--- src/rtl/cdb_arb_pkg.sv ---
// Shared CDB constants and the broadcast slot payload used by the completion-bus arbiter.
package cdb_arb_pkg;

  localparam int unsigned CDB_WIDTH = 4;
  localparam int unsigned PR_W      = 7;
  localparam int unsigned AR_W      = 5;

  typedef struct packed {
    logic            valid;
    logic [PR_W-1:0] pr_tag;
    logic [AR_W-1:0] ar_tag;
  } cdb_slot_t;

endpackage

--- src/rtl/cdb_arb_pick.sv ---
// Rotating-priority picker: first set request bit at or after i_start, wrapping modulo N.
module cdb_arb_pick #(
  parameter int unsigned N  = 8,
  parameter int unsigned IW = 3
) (
  input  logic [N-1:0]  i_req,
  input  logic [IW-1:0] i_start,
  output logic [N-1:0]  o_onehot,
  output logic [IW-1:0] o_idx,
  output logic          o_found
);

  logic [IW:0] w_pos;

  always_comb begin
    o_onehot = '0;
    o_idx    = '0;
    o_found  = 1'b0;
    w_pos    = '0;
    for (int unsigned j = 0; j < N; j++) begin
      w_pos = {1'b0, i_start} + (IW+1)'(j);
      if (w_pos >= (IW+1)'(N)) w_pos = w_pos - (IW+1)'(N);
      if (!o_found && i_req[w_pos[IW-1:0]]) begin
        o_found                  = 1'b1;
        o_onehot[w_pos[IW-1:0]] = 1'b1;
        o_idx                    = w_pos[IW-1:0];
      end
    end
  end

endmodule

--- src/rtl/cdb_arb.sv ---
// Completion-bus arbiter: grants up to CDB_WIDTH units per cycle round-robin, registers the CDB bundle.
// Optional synchronous squash input enabled by CDB_ARB_FLUSH_EN.
module cdb_arb
  import cdb_arb_pkg::*;
#(
  parameter int unsigned NUM_REQ = 8
) (
  input  logic                    clock,
  input  logic                    reset,
`ifdef CDB_ARB_FLUSH_EN
  input  logic                    flush,
`endif
  input  logic [NUM_REQ-1:0]      fu_valid,
  input  logic [NUM_REQ*PR_W-1:0] fu_pr_tag,
  input  logic [NUM_REQ*AR_W-1:0] fu_ar_tag,
  output logic [NUM_REQ-1:0]      fu_ready,
  output logic [CDB_WIDTH-1:0]    cdb_broadcast,
  output logic [PR_W-1:0]         cdb_pr_tag0,
  output logic [PR_W-1:0]         cdb_pr_tag1,
  output logic [PR_W-1:0]         cdb_pr_tag2,
  output logic [PR_W-1:0]         cdb_pr_tag3,
  output logic [AR_W-1:0]         cdb_ar_tag0,
  output logic [AR_W-1:0]         cdb_ar_tag1,
  output logic [AR_W-1:0]         cdb_ar_tag2,
  output logic [AR_W-1:0]         cdb_ar_tag3
);

  localparam int unsigned IW = $clog2(NUM_REQ);

  logic [IW-1:0]      r_ptr;
  logic [IW-1:0]      w_ptr_nxt;
  logic [IW-1:0]      w_last;
  logic [IW:0]        w_inc;
  logic [NUM_REQ-1:0] w_grant;
  logic               w_clr;
  logic [CDB_WIDTH-1:0] w_found;
  logic [IW-1:0]      w_idx [CDB_WIDTH];
  logic [NUM_REQ-1:0] w_oh  [CDB_WIDTH];
  logic [PR_W-1:0]    w_pr  [NUM_REQ];
  logic [AR_W-1:0]    w_ar  [NUM_REQ];
  cdb_slot_t          w_slot [CDB_WIDTH];
  cdb_slot_t          r_slot [CDB_WIDTH];

`ifdef CDB_ARB_FLUSH_EN
  assign w_clr = ~reset | flush;
`else
  assign w_clr = ~reset;
`endif

  for (genvar i = 0; i < NUM_REQ; i++) begin : g_unpack
    assign w_pr[i] = fu_pr_tag[i*PR_W +: PR_W];
    assign w_ar[i] = fu_ar_tag[i*AR_W +: AR_W];
  end

  // Each stage sees the requests left over by the earlier stages; all start at r_ptr.
  for (genvar k = 0; k < CDB_WIDTH; k++) begin : g_stage
    logic [NUM_REQ-1:0] w_req;
    logic [NUM_REQ-1:0] w_pick;
    logic [IW-1:0]      w_pidx;
    logic               w_pfound;
    if (k == 0) begin : g_first
      assign w_req = fu_valid;
    end else begin : g_next
      assign w_req = g_stage[k-1].w_req & ~g_stage[k-1].w_pick;
    end
    cdb_arb_pick #(.N(NUM_REQ), .IW(IW)) u_pick (
      .i_req    (w_req),
      .i_start  (r_ptr),
      .o_onehot (w_pick),
      .o_idx    (w_pidx),
      .o_found  (w_pfound)
    );
    assign w_oh[k]    = w_pick;
    assign w_idx[k]   = w_pidx;
    assign w_found[k] = w_pfound;
    assign w_slot[k]  = w_pfound ? {1'b1, w_pr[w_pidx], w_ar[w_pidx]} : '0;
  end

  always_comb begin
    w_grant = '0;
    w_last  = r_ptr;
    for (int unsigned k = 0; k < CDB_WIDTH; k++) begin
      w_grant = w_grant | w_oh[k];
      if (w_found[k]) w_last = w_idx[k];
    end
    w_inc = {1'b0, w_last} + (IW+1)'(1);
    if (w_inc >= (IW+1)'(NUM_REQ)) w_inc = '0;
    w_ptr_nxt = w_found[0] ? w_inc[IW-1:0] : r_ptr;
  end

  assign fu_ready = w_clr ? '0 : w_grant;

  always_ff @(posedge clock) begin
    if (w_clr) begin
      r_ptr <= '0;
      for (int unsigned k = 0; k < CDB_WIDTH; k++) r_slot[k] <= '0;
    end else begin
      r_ptr <= w_ptr_nxt;
      for (int unsigned k = 0; k < CDB_WIDTH; k++) r_slot[k] <= w_slot[k];
    end
  end

  always_comb begin
    cdb_broadcast = '0;
    for (int unsigned k = 0; k < CDB_WIDTH; k++) cdb_broadcast[k] = r_slot[k].valid;
  end

  assign cdb_pr_tag0 = r_slot[0].pr_tag;
  assign cdb_pr_tag1 = r_slot[1].pr_tag;
  assign cdb_pr_tag2 = r_slot[2].pr_tag;
  assign cdb_pr_tag3 = r_slot[3].pr_tag;
  assign cdb_ar_tag0 = r_slot[0].ar_tag;
  assign cdb_ar_tag1 = r_slot[1].ar_tag;
  assign cdb_ar_tag2 = r_slot[2].ar_tag;
  assign cdb_ar_tag3 = r_slot[3].ar_tag;

endmodule

--- config.mk ---
export PLATFORM = sky130hd
export DESIGN_NAME = cdb_arb
export DESIGN_NICKNAME = d
export VERILOG_FILES = /design/src/rtl/cdb_arb_pkg.sv /design/src/rtl/cdb_arb_pick.sv /design/src/rtl/cdb_arb.sv
export SDC_FILE = /design/constraint.sdc
export NUM_CORES = 1
export LEC_CHECK = 0
export BUFFER_PORTS_ARGS = -buffer_cell sky130_fd_sc_hd__buf_4
export CORE_ASPECT_RATIO = 0.5
export CORE_MARGIN = 8
export CORE_UTILIZATION = 25
export DETAILED_ROUTE_END_ITERATION = 10
export MAX_ROUTING_LAYER = met4
export PLACE_DENSITY = 0.46
export SYNTH_ARGS = -nofsm -noshare
export SYNTH_HDL_FRONTEND = slang
export SYNTH_HIERARCHICAL = 1
export SYNTH_SLANG_ARGS = --single-unit
--- constraint.sdc ---
create_clock -name clock -period 14.88 [get_ports clock]
set_clock_uncertainty 0.05 [all_clocks]
set_input_delay 2.976 -clock clock [delete_from_list [all_inputs] [get_ports clock]]
set_output_delay 2.976 -clock clock [all_outputs]
set_load 0.005 [all_outputs]
; Word level (Yosys, flattened, before mapping)
; Memory sizes are Yosys's and may differ from the RTL's.
; Cells that the tools add are included.
[word_totals]
ramBits = 52
input_bits = 106
word_cells = 380
n_memories = 1
ff_bits = 3
output_inout_bits = 60
[op_classes]
reduce_logical = 64
n_mux = 224
bitwise = 45
order_cmp = 29
add_sub_neg = 16
[mem_list]
columns = name, depth, word_bits, read_ports, rd_ports_with_merged_regs, write_ports, line_no
row1 = r_slot, 4, 13, 4, 0, 4, cdb_arb.sv:42  ; cdb_slot_t r_slot [CDB_WIDTH];
[op_table]
columns = operator, n
row1 = 8-bit two-way mux, 33
row2 = 8-bit OR, 31
row3 = 3-bit two-way mux, 45
row4 = 13-bit two-way mux, 8
row5 = 1-bit binary-select mux with 3-bit select, 32
row6 = 7-bit binary-select mux with 3-bit select, 4
row7 = 1-bit two-way mux, 74
row8 = 5-bit binary-select mux with 3-bit select, 4
row9 = 7-bit two-way mux, 8
row10 = "4-bit >= comparator, second input constant", 12
row11 = 5-bit two-way mux, 8
row12 = 1-bit logical AND, 36
row13 = "3-bit by 4-bit less-than comparator with 1-bit output, second input constant", 8
row14 = 1-bit zero test, 28
row15 = 8-bit AND, 3
row16 = 1-bit demux with 3-bit select, 8
row17 = "3-bit by 1-bit >= comparator with 1-bit output, second input constant", 8
row18 = 8-bit NOT, 3
row19 = "3-bit by 1-bit subtractor with 3-bit output, second input constant", 8
row20 = "3-bit by 3-bit adder with 4-bit output, second input constant", 4
row21 = 3-bit NOT with 4-bit output, 4
row22 = "3-bit by 1-bit adder with 4-bit output, second input constant", 2
row23 = "3-bit by 2-bit adder with 4-bit output, second input constant", 2
row24 = "3-bit by 4-bit >= comparator with 1-bit output, second input constant", 1
row25 = 1-bit OR, 4

; Depth between registers and ports, before layout
; Gate-level depths: netlist (run 1).
[depth]
word_depth = 110
depth_mapped = 44
depth_no_buf = 38

; By module
; Netlist (run 1), hierarchy kept.
[by_module_without_submodules]
columns = mod, area_each_um2, instances, cells_each, seq_area_each_um2
row1 = cdb_arb, 4555.6, 1, 360, 1101.1
row2 = cdb_arb_pick at g_stage[1].u_pick ..., 1348.8, 2, 162, 0.0
row3 = cdb_arb_pick at g_stage[3].u_pick, 1290.0, 1, 140, 0.0
row4 = cdb_arb_pick at g_stage[0].u_pick, 1128.6, 1, 125, 0.0

; Worst setup path before layout (run 1)
; OpenSTA, ideal clock, no wires.
[synth_path]
kind = input port to output port
from = input port fu_valid[2]
to = output port fu_ready[2]
arrival_ns = 10.750
required_time_ns = 11.854
stages = 33
setup_slack_ns = 1.104
cell_sequence = mux4_2 -> mux2_4 -> and4bb_4 -> nand2_4 -> nor3b_4 -> a21boi_2 -> mux2i_1 -> nand2b_1 -> inv_1 -> mux4_2 -> mux2i_4 -> and2_4 -> nand4_4 -> nor4_2 -> o31ai_1 -> mux2i_1 -> nor2_1 -> mux4_2 -> mux2i_4 -> and2_4 -> nand4_4 -> nor4_2 -> o31a_1 -> mux2_2 -> nor3_1 -> mux4_2 -> mux2_2 -> or4b_1 -> buf_6 -> nor3_4 -> a221o_1 -> mux2_2 -> o41a_1
[synth_between]
elab_chain_len = 104
[synth_rtl]
columns = item, line_no
row1 = start: declaration, cdb_arb.sv:13  ; input logic [NUM_REQ-1:0] fu_valid,
row2 = 1-bit binary-select mux with 3-bit select, cdb_arb_pick.sv:23  ; if (!o_found && i_req[w_pos[IW-1:0]]) begin
row3 = 1-bit two-way mux (not written as such), cdb_arb_pick.sv:23
row4 = 1-bit two-way mux, cdb_arb_pick.sv:23
row5 = 1-bit zero test, cdb_arb_pick.sv:23
row6 = 1-bit logical AND, cdb_arb_pick.sv:23
row7 = 1-bit two-way mux, cdb_arb_pick.sv:23
row8 = 1-bit zero test, cdb_arb_pick.sv:23
row9 = 1-bit logical AND, cdb_arb_pick.sv:23
row10 = [... 16 more ...], n/a
row11 = via g_stage[0].w_pick[5], cdb_arb.sv:58  ; logic [NUM_REQ-1:0] w_pick;
row12 = [... 2 more ...], n/a
row13 = via g_stage[1].w_req[5], cdb_arb.sv:57  ; logic [NUM_REQ-1:0] w_req;
row14 = [... 24 more ...], n/a
row15 = via g_stage[1].w_pick[7], cdb_arb.sv:58
row16 = [... 2 more ...], n/a
row17 = via g_stage[2].w_req[7], cdb_arb.sv:57
row18 = [... 24 more ...], n/a
row19 = via g_stage[2].w_pick[5], cdb_arb.sv:58
row20 = [... 2 more ...], n/a
row21 = via g_stage[3].w_req[5], cdb_arb.sv:57
row22 = [... 19 more ...], n/a
row23 = 1-bit logical AND, cdb_arb_pick.sv:23
row24 = 1-bit two-way mux, cdb_arb_pick.sv:23
row25 = 1-bit zero test, cdb_arb_pick.sv:23
row26 = 1-bit logical AND, cdb_arb_pick.sv:23
row27 = 8-bit two-way mux (*), cdb_arb_pick.sv:23
row28 = via g_stage[3].w_pick[2], cdb_arb.sv:58
row29 = 8-bit OR (*), cdb_arb.sv:83  ; w_grant = w_grant | w_oh[k];
row30 = 8-bit two-way mux (*), cdb_arb.sv:91  ; assign fu_ready = w_clr ? '0 : w_grant;
row31 = end: declaration, cdb_arb.sv:16  ; output logic [NUM_REQ-1:0] fu_ready,
; The timed path passes the listed nets; every way through them passes the cells marked *. The select of a mux whose other input is x is not followed.

; Worst setup path after layout (run 1)
[layout_path]
from = input port fu_valid[7]
to = output port fu_ready[7]
; Same word-level chain as after synthesis.

==> impl_metrics.tcl, run 1 <==
set metrics [dict create \
    die_width_um 294 \
    grt_antenna_before_repair 1 \
    final_layout_size_suffix_gt1_share_pct 51.5 \
    setup.worst_path.start_class "input pin" \
    nets 1391 \
    final-max-slew-violation-count 0 \
    synth_seq_area_share_pct 11.4 \
    grt_max_degree 56 \
    cts_buffers 5 \
    rr_worst_depth 38 \
    drt_iter0_drc 653 \
    synth.most_common_cell "mux4_2" \
    route.detailed.drc 0 \
    synthDistinctLibCells 89 \
    avgRoutedWirePerCell_um 21.7 \
    postSynthCellCount 949 \
    syn_avg_cell_area_sq_um 10.2 \
    rows 51 \
    die_h_um 155 \
    crit_fanout 6 \
    clk_pin_slew_worst_paths_ns 0.07 \
    async_flop_share_pct 0 \
    cts_sinks 55 \
    cts_root_buf "clkbuf_16" \
    areaGrowthSynthToFinish_pct 39.5 \
    grt_use_total_pct 16.4 \
    cts_tree "yes" \
    yosys.area.top_type_share_pct 30.3 \
    die_area_sq_um 45600 \
    yosysWarnings 6 \
    fin_crit_sh_pct 98.7 \
    finalSetupViolations 0 \
    avgViaCountPerCell 5.41 \
    cp_common_cell "mux4_2" \
    synth_area_sq_um 9670 \
    worst_slew_pin_slew_ns 1.08 \
    critical_path.max_stage_delay_ns 0.63 \
    r2r-end "r_slot[3][8]" \
    crit_start "fu_valid[7]" \
    pin_count 166 \
    grt_overflow 0 \
    firstDrtPassIters 5 \
    fmaxAchievable_mhz 68.1 \
    rsz0062_at_grt "yes" \
    dp_slack_ns -0.513 \
    yosys_most_used_dff "dfxtp_1" \
    reg2reg_setup_slack_ns 3.21 \
    hpwlAfterDp_um 29900 \
    slew-limit-headroom_pct 27.7 \
    grt_pass1_vias 9636 \
    synth_edf_count 0 \
    reg2reg_from "r_ptr[1]" \
    numPortBuffers 165 \
    critPathKind "input pin to output port" \
    synth_common_cells "130 x mux4_2, 115 x mux2i_1, 83 x nor2_1" \
    hold_class "flop to flop" \
    place_congestion 0.888 \
    path_delay_family "multiplexers" \
    routed_wl_um 38800 \
    initial_core_util_pct 25.1 \
    cap_violations 0 \
    synth_top_cells_by_area "mux4_2 30%, mux2i_1 12%, dfxtp_1 11%" \
    synth_seq_cells 55 \
    vias 9698 \
    syn_nets 1080 \
    clock_latency_ns 0.30 \
    core_area_sq_um 38500 \
    slowest_stage "or4b_4" \
    end_kind "output port" \
    fin_crit_ns 14.69 \
    cts_hold_buf 0 \
    hold_viol 0 \
    grt_first_pass_wirelength_um 57900 \
    min_to "r_ptr[2]" \
    final_antenna_net_count 0 \
    status "completed" \
    layout_setup_ws_ns 0.191 \
    whs_ns 1.07 \
    holdPathStages 3 \
    holdCritStartpoint "r_ptr[2]" \
    path_buf_inv 5 \
    required_ns 11.85 \
    worstPathArrival_ns 11.66 \
    clockBufferDepth 2 \
    htree_levels 2 \
    synth_area_leader_cell "mux4_2" \
]
[final cells by class]
| cell class | count | area [sq um] |
|---|---|---|
| multi-input combinational | 776 | 8510 |
| clock inverter | 3 | 25.0 |
| inverter | 47 | 181 |
| fill | 3907 | 25000 |
| clock buffer | 5 | 125 |
| sequential | 55 | 1110 |
| timing repair buffer | 375 | 2880 |
| antenna | 1 | 2.50 |
| tap | 530 | 663 |
[registers in the layout, summed over array words and instances (netlist names)]
| signal | count |
|---|---|
| r_slot | 52 |
| r_ptr | 3 |
[worst max path at each step]
stage,slack [ns],cells past startpoint,end
after global placement,-0.60,35,fu_ready[3]
after global routing,-0.14,36,fu_ready[7]
after floorplan,1.10,33,fu_ready[2]
after detailed placement,-0.51,35,fu_ready[7]
after CTS,0.008,37,fu_ready[7]
final,0.19,35,fu_ready[7]
[per-stage QoR]
step                TNS, ns  cells  cell area (sq um)  util, %
floorplan                 0    949               9670        -
CTS                       0   1762              12900     33.5
global route         -0.539   1792              13500     35.0
detailed placement    -3.78   1741              12500     32.5
global placement      -4.47   1741              12500     32.5
finish                    0   1792              13500     35.0
[cells by family after synthesis]
group / count (synthesis) / share of synthesized area, %
adders and majority gates: 25 / 3.23
buffers and inverters: 118 / 5.92
xor gates and xnor gates: 14 / 1.73
AOI/OAI and AO/OA: 192 / 15.4
DFF: 55 / 11.4
muxes: 292 / 48.3
and+or+nand+nor: 253 / 14.0
[routing by layer]
metal / track usage, % / vias to the layer above / share of wire (%)
li1: - / 4423 / -
met1: 20.8 / 4920 / 43
met2: 28.5 / 312 / 50
met3: 1.71 / 43 / 4.8
met4: 3.14 / 0 / 1.9
met5: - / - / 0
[worst register-to-register path, delay by kind of cell, from the launching register on]
| kind | cells | cell delay [ns] |
|---|---|---|
| DFF | 1 | 0.60 |
| adders and majority gates | 1 | 0.80 |
| AOI/OAI and AO/OA | 6 | 1.55 |
| buffers and inverters | 5 | 1.05 |
| muxes | 14 | 4.58 |
| and+or+nand+nor | 12 | 2.94 |
[cell usage in the layout, fill, tap and decap left out, types with 10 or more instances in the layout]
master      n
nor3_4     10
mux2i_1   110
mux2_4     17
mux2_2     10
mux2_1     15
nor2_1     73
a211oi_1   12
nor3_1     16
inv_1      39
a21oi_1    25
buf_4     363
dfxtp_1    52
nand3_1    22
o21ai_0    26
nand2_1    54
mux4_2    130
ha_1       25
[repair_timing]
| item | 4_1_cts | 5_1_grt |
|---|---|---|
| setup buffers | 13 | 29 |
| endpoints found under the setup margin | 8 | 8 |
| pin swaps | 5 | 26 |
| resized for setup | 27 | 83 |
Power of run 1 is left out: the tool's default activity adds up to more than one toggle a clock period on the data nets, which glitch-free logic cannot reach.
==> inputs of run 2 (changes only) <==
--- a/config.mk
+++ b/config.mk
@@ -5,13 +5,14 @@
 export SDC_FILE = /design/constraint.sdc
 export NUM_CORES = 1
 export LEC_CHECK = 0
+export ABC_AREA = 1
 export BUFFER_PORTS_ARGS = -buffer_cell sky130_fd_sc_hd__buf_4
 export CORE_ASPECT_RATIO = 0.5
 export CORE_MARGIN = 8
 export CORE_UTILIZATION = 25
 export DETAILED_ROUTE_END_ITERATION = 10
 export MAX_ROUTING_LAYER = met4
-export PLACE_DENSITY = 0.46
+export PLACE_DENSITY = 0.45
 export SYNTH_ARGS = -nofsm -noshare
 export SYNTH_HDL_FRONTEND = slang
 export SYNTH_HIERARCHICAL = 1
==> impl_metrics.tcl, run 2 <==
set metrics [dict create \
    clk_pin_slew_worst_paths_ns 0.07 \
    firstDrtPassIters 6 \
    routed_wl_um 52400 \
    cts_sinks 55 \
    synth_area_leader_cell "nand3_1" \
    diodes 0 \
    slew-limit-headroom_pct 26.6 \
    nets 2325 \
    grt_overflow 0 \
    async_flop_share_pct 0 \
    core_area_sq_um 44800 \
    final-max-slew-violation-count 0 \
    reg2reg_setup_slack_ns 3.48 \
    largest_reg_flops 52 \
    synth_common_cells "340 x nor2_1, 314 x nand3_1, 305 x nand2_1" \
    grt_use_total_pct 19.4 \
    path_buf_inv 8 \
    path_delay_family "simple AND/OR/NAND/NOR gates" \
    yosys_most_used_dff "dfxtp_1" \
    final_antenna_net_count 0 \
    cap_violations 0 \
    crit_start "fu_valid[7]" \
    final_cell_mix "340 x nor2_1, 307 x nand3_1, 304 x nand2_1, 280 x o21ai_0, 233 x buf_4" \
    layout_setup_ws_ns 0.699 \
    syn_nets 2237 \
    critPathKind "input pin to output port" \
    grt_pass1_vias 13615 \
    reg2reg_from "r_ptr[0]" \
    setup.worst_path.start_class "input pin" \
    clock_latency_ns 0.31 \
    hold_viol 0 \
    status "completed" \
    grt_first_pass_wirelength_um 80000 \
    avgRoutedWirePerCell_um 18.8 \
    hold_class "flop to flop" \
    cp.depth 50 \
    slowest_stage "nor2_4" \
    synth.most_common_cell "nor2_1" \
    r2r-end "r_ptr[2]" \
    hpwlAfterDp_um 39000 \
    cts_buffers 5 \
    route.detailed.drc 0 \
    grt_max_degree 75 \
    top_regs "r_slot: 52 flops, r_ptr: 3 flops" \
    fin_crit_ns 14.18 \
    cts_hold_buf 0 \
    areaGrowthSynthToFinish_pct 15.7 \
    cp-endpoint "fu_ready[7]" \
    clockBufferDepth 2 \
    vias 14930 \
    grt_antenna_before_repair 0 \
    avgViaCountPerCell 5.35 \
    syn_avg_cell_area_sq_um 5.34 \
    mostFrequentLayoutCell "nor2_1" \
    cp_common_cell "nand3_1" \
    rsz0062_at_grt "no" \
    top_register "r_slot" \
    postSynthCellCount 2106 \
    crit_fanout 23 \
    finalSetupViolations 0 \
    synth_seq_area_share_pct 9.79 \
    numPortBuffers 165 \
    rr_worst_depth 54 \
    synth_top_cells_by_area "nand3_1 14%, o21ai_0 12%, nor2_1 11%" \
    critical_path.max_stage_delay_ns 0.44 \
    die_area_sq_um 52400 \
    synth_seq_cells 55 \
    cts_root_buf "clkbuf_16" \
    required_ns 11.85 \
    worstPathArrival_ns 11.16 \
    yosys.area.top_type_share_pct 14.0 \
    fmaxAchievable_mhz 70.5 \
    place_congestion 0.973 \
    die_width_um 316 \
    synthDistinctLibCells 34 \
    synth_area_sq_um 11200 \
    initial_core_util_pct 25.1 \
    finalSetupTns_ns 0 \
    die_h_um 166 \
    pin_count 166 \
    drt_iter0_drc 1802 \
    fin_crit_sh_pct 95.3 \
    cts_tree "yes" \
    synth_edf_count 0 \
    worst_slew_pin_slew_ns 1.10 \
    final_layout_size_suffix_gt1_share_pct 16.8 \
    rows 55 \
    end_kind "output port" \
    yosysWarnings 6 \
    final_util_pct 29.0 \
    htree_levels 2 \
    dp_slack_ns 0.656 \
]
run 2: cell types whose count changed after synthesis, moves of 43 or more:
| cell | before | now |
|---|---|---|
| nor3_1 | 24 | 112 |
| nand4_1 | 5 | 64 |
| o21ai_0 | 31 | 280 |
| nand3_1 | 22 | 314 |
| inv_1 | 42 | 137 |
| mux4_2 | 130 | 0 |
| a21oi_1 | 28 | 104 |
| mux2i_1 | 115 | 0 |
| buf_2 | 22 | 65 |
| nor2_1 | 83 | 340 |
| o21ai_1 | 5 | 64 |
| nand2_1 | 54 | 305 |
run 2: area by class of cell:
class / instances / area [sq um]
inverter: 181 / 694
tap: 598 / 748
sequential: 55 / 1110
clock inverter: 1 / 8.76
multi-input combinational: 1718 / 8540
timing repair buffer: 233 / 1750
fill: 5096 / 31800
clock buffer: 7 / 154
run 2: kinds of logic after synthesis:
family	after synthesis	share of synthesized area, %
AOI/OAI and AO/OA	462	21.1
xor gates and xnor gates	1	0.245
adders and majority gates	25	2.78
buffers and inverters	334	14.8
DFF	55	9.79
and+or+nand+nor	1229	51.3
run 2: worst min-delay path by stage:
stage,slack [ns],end,cells past startpoint,from
after global placement,0.89,r_ptr[1],3,r_ptr[1]
after global routing,0.96,r_ptr[1],3,r_ptr[1]
final,0.89,r_ptr[1],3,r_ptr[1]
after CTS,0.89,r_ptr[1],3,r_ptr[1]
after floorplan,0.57,r_ptr[0],2,r_ptr[0]
after detailed placement,0.88,r_ptr[1],3,r_ptr[1]
run 2: repair_timing:
action | in CTS | in global routing
setup endpoints to repair | 0 | 8
gates resized for setup | 0 | 5
buffers inserted | 0 | 0
run 2: metal layers:
layer | GRT usage [%] | share of wire (%) | vias up
met1 | 24.8 | 43 | 6843
met4 | 5.57 | 2.8 | 0
met5 | - | 0 | -
met2 | 32.5 | 48 | 680
met3 | 1.49 | 6.6 | 99
li1 | - | - | 7308
run 2: worst register-to-register path: cells and delay by family, from the launching register on:
kind / cells / cell delay [ns]
buffers and inverters: 8 / 2.20
adders and majority gates: 2 / 0.81
AOI/OAI and AO/OA: 1 / 0.17
DFF: 1 / 0.66
and+or+nand+nor: 43 / 7.37
run 2: per-stage QoR:
stage          hold WS, ns  instances  cell area [sq um]
2_1_floorplan        0.570       2106              11200
3_3_place_gp         0.891       2784              12800
3_5_place_dp         0.879       2784              12800
4_1_cts              0.891       2792              13000
5_1_grt              0.958       2793              13000
6_report             0.888       2793              13000
Power of run 2 is left out for the same reason.
